==> src/rtl/mult_div_unit_if.sv <==
// Handshake and operand bundle between control/regfile and the HI/LO unit.
// master drives operands and commands; slave returns HI/LO and status.
interface mult_div_unit_if;
    logic        Start;
    logic [1:0]  Op;
    logic [31:0] OperandA;
    logic [31:0] OperandB;
    logic        HiWrite;
    logic        LoWrite;
    logic [31:0] Hi;
    logic [31:0] Lo;
    logic        Busy;
    logic        Done;

    modport master (
        output Start, Op, OperandA, OperandB, HiWrite, LoWrite,
        input  Hi, Lo, Busy, Done
    );

    modport slave (
        input  Start, Op, OperandA, OperandB, HiWrite, LoWrite,
        output Hi, Lo, Busy, Done
    );
endinterface

==> src/rtl/mult_div_unit.sv <==
// Iterative MULT/MULTU/DIV/DIVU engine holding the MIPS HI/LO registers.
// One bit per cycle on operand magnitudes, sign fixed up in FINISH.
module mult_div_unit (
    input  logic         clk,
    input  logic         rst_n,
    mult_div_unit_if.slave bus
);

    typedef enum logic [1:0] {IDLE, RUN, FINISH} state_t;

    state_t      state;
    state_t      state_nx;
    logic [5:0]  cnt;
    logic        is_div;
    logic        neg_a;
    logic        neg_b;
    logic [31:0] mag_a;
    logic [31:0] mag_b;
    logic [63:0] acc;
    logic [31:0] hi_q;
    logic [31:0] lo_q;
    logic        done_q;

    logic        in_sgn;
    logic        in_neg_a;
    logic        in_neg_b;
    logic [31:0] in_mag_a;
    logic [31:0] in_mag_b;

    logic [32:0] mul_sum;
    logic [63:0] mul_step;
    logic [32:0] div_tmp;
    logic        div_ge;
    logic [31:0] div_rem;
    logic [63:0] div_step;

    logic [63:0] mul_res;
    logic [31:0] quo_res;
    logic [31:0] rem_res;
    logic [31:0] a_raw;

    // Operand capture: signed ops work on two's-complement magnitudes.
    always_comb begin
        in_sgn   = ~bus.Op[0];
        in_neg_a = in_sgn & bus.OperandA[31];
        in_neg_b = in_sgn & bus.OperandB[31];
        in_mag_a = in_neg_a ? (32'd0 - bus.OperandA) : bus.OperandA;
        in_mag_b = in_neg_b ? (32'd0 - bus.OperandB) : bus.OperandB;
    end

    // One shift-add or restoring-subtract step on the shared accumulator.
    always_comb begin
        mul_sum  = {1'b0, acc[63:32]} + {1'b0, (acc[0] ? mag_a : 32'd0)};
        mul_step = {mul_sum, acc[31:1]};
        div_tmp  = acc[63:31];
        div_ge   = div_tmp >= {1'b0, mag_b};
        div_rem  = div_tmp[31:0] - mag_b;
        div_step = div_ge ? {div_rem, acc[30:0], 1'b1}
                          : {div_tmp[31:0], acc[30:0], 1'b0};
    end

    // Sign correction of the magnitude results.
    always_comb begin
        mul_res = (neg_a ^ neg_b) ? (64'd0 - acc) : acc;
        quo_res = (neg_a ^ neg_b) ? (32'd0 - acc[31:0]) : acc[31:0];
        rem_res = neg_a ? (32'd0 - acc[63:32]) : acc[63:32];
        a_raw   = neg_a ? (32'd0 - mag_a) : mag_a;
    end

    // Next-state: 32 RUN iterations, then one FINISH cycle.
    always_comb begin
        state_nx = state;
        unique case (state)
            IDLE:    if (bus.Start) state_nx = RUN;
            RUN:     if (cnt == 6'd31) state_nx = FINISH;
            FINISH:  state_nx = IDLE;
            default: state_nx = IDLE;
        endcase
    end

    // State register.
    always_ff @(posedge clk or negedge rst_n) begin
        if (!rst_n) state <= IDLE;
        else        state <= state_nx;
    end

    // Operand latch, iteration counter and accumulator.
    always_ff @(posedge clk or negedge rst_n) begin
        if (!rst_n) begin
            cnt    <= 6'd0;
            is_div <= 1'b0;
            neg_a  <= 1'b0;
            neg_b  <= 1'b0;
            mag_a  <= 32'd0;
            mag_b  <= 32'd0;
            acc    <= 64'd0;
        end else if (state == IDLE) begin
            if (bus.Start) begin
                cnt    <= 6'd0;
                is_div <= bus.Op[1];
                neg_a  <= in_neg_a;
                neg_b  <= in_neg_b;
                mag_a  <= in_mag_a;
                mag_b  <= in_mag_b;
                acc    <= {32'd0, (bus.Op[1] ? in_mag_a : in_mag_b)};
            end
        end else if (state == RUN) begin
            cnt <= cnt + 6'd1;
            acc <= is_div ? div_step : mul_step;
        end
    end

    // HI/LO: MTHI/MTLO in IDLE (Start has priority), results in FINISH.
    always_ff @(posedge clk or negedge rst_n) begin
        if (!rst_n) begin
            hi_q   <= 32'd0;
            lo_q   <= 32'd0;
            done_q <= 1'b0;
        end else begin
            done_q <= (state == FINISH);
            if (state == IDLE && !bus.Start) begin
                if (bus.HiWrite) hi_q <= bus.OperandA;
                if (bus.LoWrite) lo_q <= bus.OperandA;
            end else if (state == FINISH) begin
                if (!is_div) begin
                    hi_q <= mul_res[63:32];
                    lo_q <= mul_res[31:0];
                end else if (mag_b == 32'd0) begin
                    hi_q <= a_raw;
                    lo_q <= 32'hFFFF_FFFF;
                end else begin
                    hi_q <= rem_res;
                    lo_q <= quo_res;
                end
            end
        end
    end

    assign bus.Hi   = hi_q;
    assign bus.Lo   = lo_q;
    assign bus.Busy = (state != IDLE);
    assign bus.Done = done_q;

endmodule

==> src/flat_wrapper.sv <==
// flat-port wrapper written by rule: the top's interface ports become plain ports
module mult_div_unit_flat 
  (clk, rst_n, bus_Start, bus_Op, bus_OperandA, bus_OperandB, bus_HiWrite, bus_LoWrite, bus_Hi, bus_Lo, bus_Busy, bus_Done);
  mult_div_unit_if bus_i ();
  input  logic clk;
  input  logic rst_n;
  input wire logic [$bits(bus_i.Start)-1:0] bus_Start;
  input wire logic [$bits(bus_i.Op)-1:0] bus_Op;
  input wire logic [$bits(bus_i.OperandA)-1:0] bus_OperandA;
  input wire logic [$bits(bus_i.OperandB)-1:0] bus_OperandB;
  input wire logic [$bits(bus_i.HiWrite)-1:0] bus_HiWrite;
  input wire logic [$bits(bus_i.LoWrite)-1:0] bus_LoWrite;
  output wire logic [$bits(bus_i.Hi)-1:0] bus_Hi;
  output wire logic [$bits(bus_i.Lo)-1:0] bus_Lo;
  output wire logic [$bits(bus_i.Busy)-1:0] bus_Busy;
  output wire logic [$bits(bus_i.Done)-1:0] bus_Done;
  assign bus_i.Start = bus_Start;
  assign bus_i.Op = bus_Op;
  assign bus_i.OperandA = bus_OperandA;
  assign bus_i.OperandB = bus_OperandB;
  assign bus_i.HiWrite = bus_HiWrite;
  assign bus_i.LoWrite = bus_LoWrite;
  assign bus_Hi = bus_i.Hi;
  assign bus_Lo = bus_i.Lo;
  assign bus_Busy = bus_i.Busy;
  assign bus_Done = bus_i.Done;
  mult_div_unit u_core (.clk(clk), .rst_n(rst_n), .bus(bus_i));
endmodule
==> config.mk <==
export PLATFORM = sky130hd
export DESIGN_NAME = mult_div_unit_flat
export DESIGN_NICKNAME = d
export VERILOG_FILES = /design/src/rtl/mult_div_unit_if.sv /design/src/rtl/mult_div_unit.sv /design/src/flat_wrapper.sv
export SDC_FILE = /design/constraint.sdc
export NUM_CORES = 1
export LEC_CHECK = 0
export ABC_AREA = 1
export BUFFER_PORTS_ARGS = -buffer_cell sky130_fd_sc_hd__buf_4
export CORE_UTILIZATION = 40
export DETAILED_ROUTE_END_ITERATION = 10
export GPL_TIMING_DRIVEN = 0
export SLEW_MARGIN = 20
export SYNTH_ARGS = -nofsm -noshare
export SYNTH_HDL_FRONTEND = slang
export SYNTH_SLANG_ARGS = --single-unit
==> constraint.sdc <==
create_clock -name clk -period 3.7 [get_ports clk]
set_input_delay 0.74 -clock clk [delete_from_list [all_inputs] [get_ports clk]]
set_output_delay 0.74 -clock clk [all_outputs]
set_load 0.01 [all_outputs]
==> run metrics, run 1 <==
CTS tree yes; final-report hold violation count 0; MaxCap Viol Count 0; crit-path cells inv_1 > nand4_1 > nor2_1 > nand2_1 > nor2_1 > clkinv_1 > clkbuf_1 > nand3_1 > nand3_1 > nand3_1 > a21oi_1; Placed Area 0.0221 mm^2; TNS Setup 0 ps; post-CTS setup repair buffer count 0; Final Cell Area 0.0230 mm^2; Yosys reg bits 204; met2 usage 61.3%; Buf/Inv on CP 3; Clock transition at path regs 70 ps; Area growth syn-to-layout 14.1%; GRT Overall Usage 42.2%; crit share post-route 88.7%; FFs w/ async S/R, synth 100%; Slowest-stage cell, CP clkinv_1; 1st-iter DRT viols 3672; Syn Nets 3552; unrepaired setup endpoints after global routing false; GR Util met3 10.1%; dpl hpwl 89.7 mm; Vias 24900; share of Yosys cell area claimed by the top area cell type 25.3%; Crit. End Element register; chip height 227 um; core area 0.0494 mm^2; most frequent cell on the critical path nand3_1; post-synthesis sequential area ratio 25.3%; met1 usage 58.2%; max-slew violation count 0; PnR worst setup slack 419 ps; CTS Buf Count 26; dpl ws 243 ps; most frequent cells in the layout nand2_1, inv_1, nor2_1; vias in the first global route 22900; type of origin of the critical path register; first-pass GRT wire length 155 mm; count of input and output buffers 136; Reg area 0.00510 mm^2; I/O pin total 137; Post-synth top flop dfrtp_1; Pwr per Cell Area 1150 mW/mm^2; Max clock buf depth 3; Slew @ Worst Pin 1260 ps; via-per-instance ratio 5.85; synth top area cells dfrtp_1, nand2_1, nand3_1; Peak VDD IR 0.000540 V; Die ar. 0.0514 mm^2; cell taking the most area after synthesis dfrtp_1; mapped cell area 0.0202 mm^2; GR Overflow Total 0; worst hold path class in -> reg; ant diodes 0; initial antenna violation count 2; Leakage 0.0114 uW; Required @ worst endpoint 4140 ps; # fillers 5557; delay-heaviest family, CP simple AND/OR/NAND/NOR gates; TritonRoute pass-1 iters 6; Post-synth EDFFs 0; width of the die 227 um; Layout Skew 21.6 ps; Starting Density 40.9%; WL per Instance 25.6 um; power after layout 26600 uW; Cells after Synth 3409; layout cells sized above 1 7.68%; clk sink count 204; Mean Syn Cell Area 5.92 um^2; CTS resizes 0; H-tree depth 1; Slew headroom 16.2%; root buf cell clkbuf_16; kind of critical path reg -> reg; Routability Congestion 1.07; FMAX 0.305 GHz; largest net degree at the start of global routing 96; Clk Latency, worst-skew pair 570 ps; WP data arrival 3720 ps; Setup violations, final 0; library cells used by synthesis 52; Rows 81; Synth warnings 0; status finished clean; Multi-input gate area 0.0130 mm^2; layout net count 3718; max incr delay on CP 590 ps; GR peak layer met2; antenna-violating nets left 0; DRC viols 0; commonest non-fill, non-tap cell in the layout nand2_1; DRT Wirelength 109 mm; critical path peak fanout 10; fin crit period 3280 ps
==> layout make-up <==
type | instances | area share (%)
Multi-Input combinational cell | 2667 | 56.4
Sequential cell | 204 | 22.1
Inverter | 417 | 6.79
Timing Repair Buffer | 139 | 4.74
Tap cell | 664 | 3.60
Clock buffer | 37 | 3.40
Buffer | 120 | 2.29
Clock inverter | 11 | 0.657
==> routing by layer <==
| metal | share of wire [%] | routed length (um) |
|---|---|---|
| met4 | 5.4 | 5870 |
| met2 | 41 | 45200 |
| met3 | 11 | 12200 |
| met1 | 42 | 45700 |
| met5 | 0 | 0 |
==> worst reg2reg max path, delay by kind of cell, from the launching register on <==
kind,cells,cell delay (ps)
buffers and inverters,3,1240
AOI/OAI and AO/OA,1,80
and+or+nand+nor,7,1390
DFF,1,430
==> timing repair <==
item | CTS | global route
endpoints found under the hold margin | 3 | 0
hold buffers | 1 | 0
setup endpoints to repair | 0 | 8
==> metrics by stage <==
stage                     utilization [%]  cells  hold slack [ps]
after floorplan                         -   3409              444
after global placement               44.7   4209              469
after detailed placement             44.8   4211              479
after CTS                            46.7   4260              437
after global routing                 46.7   4259              485
final                                46.7   4259              459
==> path summary, 6_finish.rpt <==
check	from	to	slack, ps	cells after the start
min in group asynchronous	rst_n	u_core.acc[57]	600	2
max in group asynchronous	rst_n	u_core.acc[18]	2320	3
min	bus_OperandB[0]	u_core.mag_b[0]	460	3
max	u_core.mag_b[28]	u_core.bus.Hi[16]	420	11
max reg2reg	u_core.mag_b[28]	u_core.bus.Hi[16]	420	11
min reg2reg	u_core.mag_b[1]	u_core.mag_b[1]	490	2
==> cells by family after synthesis <==
family | Yosys count | share of synthesized area (%)
AOI/OAI and AO/OA | 570 | 15.4
buffers and inverters | 538 | 10.4
adders and majority gates | 72 | 4.54
xor gates and xnor gates | 96 | 4.16
and+or+nand+nor | 1929 | 40.2
DFF | 204 | 25.3
==> sequential cells by signal (all words and copies together) (netlist names) <==
name             flops
u_core.bus.Hi       32
u_core.is_div        1
u_core.state         2
u_core.mag_a        32
u_core.cnt           6
u_core.neg_a         1
u_core.neg_b         1
u_core.mag_b        32
u_core.bus.Lo       32
u_core.acc          64
u_core.bus.Done      1
==> power by group <==
| part | internal [uW] | leakage (uW) | switching [uW] |
|---|---|---|---|
| clock network | 1690 | 0.000452 | 1150 |
| registers | 3370 | 0.00243 | 1710 |
| logic | 5540 | 0.00853 | 13200 |
| total | 10600 | 0.0114 | 16000 |
==> cells in the mapped netlist (3+ instances only) <==
cell type	count
buf_1	18
nor2_2	10
o21ai_0	278
o21bai_1	3
o22ai_1	22
o21a_1	6
dfrtp_1	204
o21ai_1	12
buf_2	41
o211ai_1	17
nand3b_1	23
nand3_1	347
xor2_1	83
nor3_1	38
a21o_1	8
o221ai_1	6
inv_2	10
a21oi_1	165
buf_4	3
nor4_1	9
clkbuf_1	57
nand2_1	1015
nor3_2	3
inv_1	405
a31oi_1	36
ha_1	70
or2_2	11
nor2_1	401
xnor2_1	13
nand4_1	63
Note: power is estimated with default switching activity, not from simulation.
==> run 2, diff against run 1 <==
Settings changed: CAP_MARGIN set to 20, CTS_CLUSTER_SIZE set to 24, RECOVER_POWER set to 100.
==> run metrics, run 2 (synthesis gave the netlist of run 1 again) <==
Worst R2R Start u_core.mag_b[28]; worst hold path class in -> reg; fin crit period 3650 ps (+368 ps); Clk Latency, worst-skew pair 570 ps (about the same); Setup violations, final 0 (unchanged); Area growth syn-to-layout 12.4%; GR Overflow Total 0 (unchanged); largest net degree at the start of global routing 96 (unchanged); H-tree depth 1 (unchanged); initial antenna violation count 2 (unchanged); max incr delay on CP 700 ps (+110 ps); WP data arrival 4140 ps (+420 ps); Slew @ Worst Pin 1410 ps (+157 ps); TNS Setup 0 ps (unchanged); CTS tree yes; final-report hold violation count 0 (unchanged); crit-path cells inv_1 > nand4_1 > nor2_1 > nand2_1 > nor2_1 > clkbuf_1 > clkbuf_1 > nand3_1 > nand3_1 > nand3_1 > a21oi_1; status finished clean; Reg area 0.00510 mm^2 (unchanged); Critical Path Stages 11 (unchanged); TritonRoute pass-1 iters 7 (+1); WL per Instance 25.6 um (+0.15%); crit share post-route 98.6% (+9.9 points); combinational share of power 69.9% (-0.3 points); Placed Cells incl. Taps 4211 (unchanged); most frequent cell on the critical path nand3_1; post-CTS setup repair buffer count 0 (unchanged); # fillers 5658 (+1.8%); CTS Buf Count 26 (unchanged); Post-Layout Cell Count 4259 (unchanged); max reg flops 64 (unchanged); Sequential Power Share 19.3% (+0.2 points); Clock transition at path regs 70 ps (about the same); Max clock buf depth 3 (unchanged); layout cells sized above 1 5.17% (-2.5 points); I/O pin total 137 (unchanged); first-pass GRT wire length 155 mm (unchanged); Slew headroom 5.72% (-10 points); vias in the first global route 22900 (unchanged); PnR worst setup slack 51.0 ps (-368 ps); commonest non-fill, non-tap cell in the layout nand2_1; Slowest-stage cell, CP clkbuf_1; ant diodes 0 (unchanged); count of input and output buffers 136 (unchanged); Rows 81 (unchanged); reg-to-reg endpoint u_core.bus.Hi[8]; layout net count 3718 (unchanged); clk sink count 204 (unchanged); Crit. End Element register; delay-heaviest family, CP buffers and inverters; DRT Wirelength 109 mm (+0.15%); chip height 227 um (unchanged); Reg with most FFs u_core.acc; Vias 24900 (-0.20%); width of the die 227 um (unchanged); kind of critical path reg -> reg; Sw Ratio 60.9% (+0.71 points); Peak VDD IR 0.000539 V (about the same); dpl hpwl 89.7 mm (unchanged); Leakage 0.0111 uW (-2.7%); unrepaired setup endpoints after global routing false; critical path peak fanout 10 (unchanged); root buf cell clkbuf_16; Required @ worst endpoint 4190 ps (+50 ps); Setup crit end u_core.bus.Hi[8]; Critical path origin u_core.mag_b[28]; via-per-instance ratio 5.84 (-0.20%); dpl ws 243 ps (unchanged); Starting Density 40.9% (unchanged); Pwr per Cell Area 1160 mW/mm^2 (+0.26%); antenna-violating nets left 0 (unchanged); power after layout 26300 uW (-1.2%); Routability Congestion 1.07 (unchanged); GRT Overall Usage 42.2% (unchanged); Buf/Inv on CP 3 (unchanged); clock share of power 10.8% (about the same); FMAX 0.274 GHz (-10%); setup slack, reg-to-reg 50 ps (-370 ps); MaxCap Viol Count 0 (unchanged); Layout Skew 21.3 ps (-0.240 ps); Die ar. 0.0514 mm^2 (unchanged); Int Power 10300 uW (-3.0%); 1st-iter DRT viols 3430 (-6.6%); Multi-input gate area 0.0130 mm^2 (-0.14%); most frequent cells in the layout nand2_1, inv_1, nor2_1; core area 0.0494 mm^2 (unchanged); type of origin of the critical path register; Reg2Reg Depth 11 (unchanged); max-slew violation count 0 (unchanged); Sw Pwr 16000 uW (about the same); DRC viols 0 (unchanged)
run 2: power groups by stage:
stage	logic [uW]	registers [uW]	clock network, uW
finish	18400	5070	2840
global route	19900	5100	2930
floorplan	11400	4340	0
global placement	18000	5030	0
CTS	18000	4990	2850
detailed placement	17900	5020	0
run 2: routing by layer:
layer	global-route usage, %	wire length (um)	up-vias
met4	20.4	6100	0
met1	58.2	45700	11700
met3	10.1	12400	271
li1	-	-	11500
met5	0	0	-
met2	61.3	45000	1462
run 2: area by class of cell:
type                    count  area share [%]
clock buffers              37            3.45
multi-input cells        2667            57.1
clock inverters            11           0.667
repair buffers            139            3.50
inverters                 417            6.89
well taps                 664            3.66
plain buffers             120            2.22
flip-flops and latches    204            22.5
run 2: how the worst min path moves through the flow:
stage	startpoint	slack [ps]	cells after the start	end
after detailed placement	u_core.mag_b[1]	480	2	u_core.mag_b[1]
final	bus_OperandB[0]	460	3	u_core.mag_b[0]
after CTS	bus_OperandB[0]	440	3	u_core.mag_b[0]
after global placement	u_core.mag_b[16]	470	2	u_core.mag_b[16]
after global routing	bus_OperandB[0]	480	3	u_core.mag_b[0]
after floorplan	rst_n	440	0	u_core.acc[0]
run 2: repair_timing:
| action | 4_1_cts | 5_1_grt |
|---|---|---|
| endpoints found under the hold margin | 3 | 0 |
| gates resized for setup | 0 | 0 |
| endpoints found under the setup margin | 0 | 8 |
| hold buffers | 1 | 0 |
run 2: worst reg2reg max path, cell delays in order, from the launching register on:
cell and delay, ps:
dfrtp_1 430, inv_1 220, nand4_1 120, nor2_1 130
nand2_1 60, nor2_1 450, clkbuf_1 690, clkbuf_1 710
nand3_1 270, nand3_1 150, nand3_1 160, a21oi_1 180
run 2: per-stage QoR:
step           area [um^2]  util, %  hold WS [ps]
2_1_floorplan        20200        -           444
3_3_place_gp         22000     44.7           469
3_5_place_dp         22100     44.8           479
4_1_cts              23100     46.7           437
5_1_grt              22700     46.0           485
6_report             22700     46.0           459
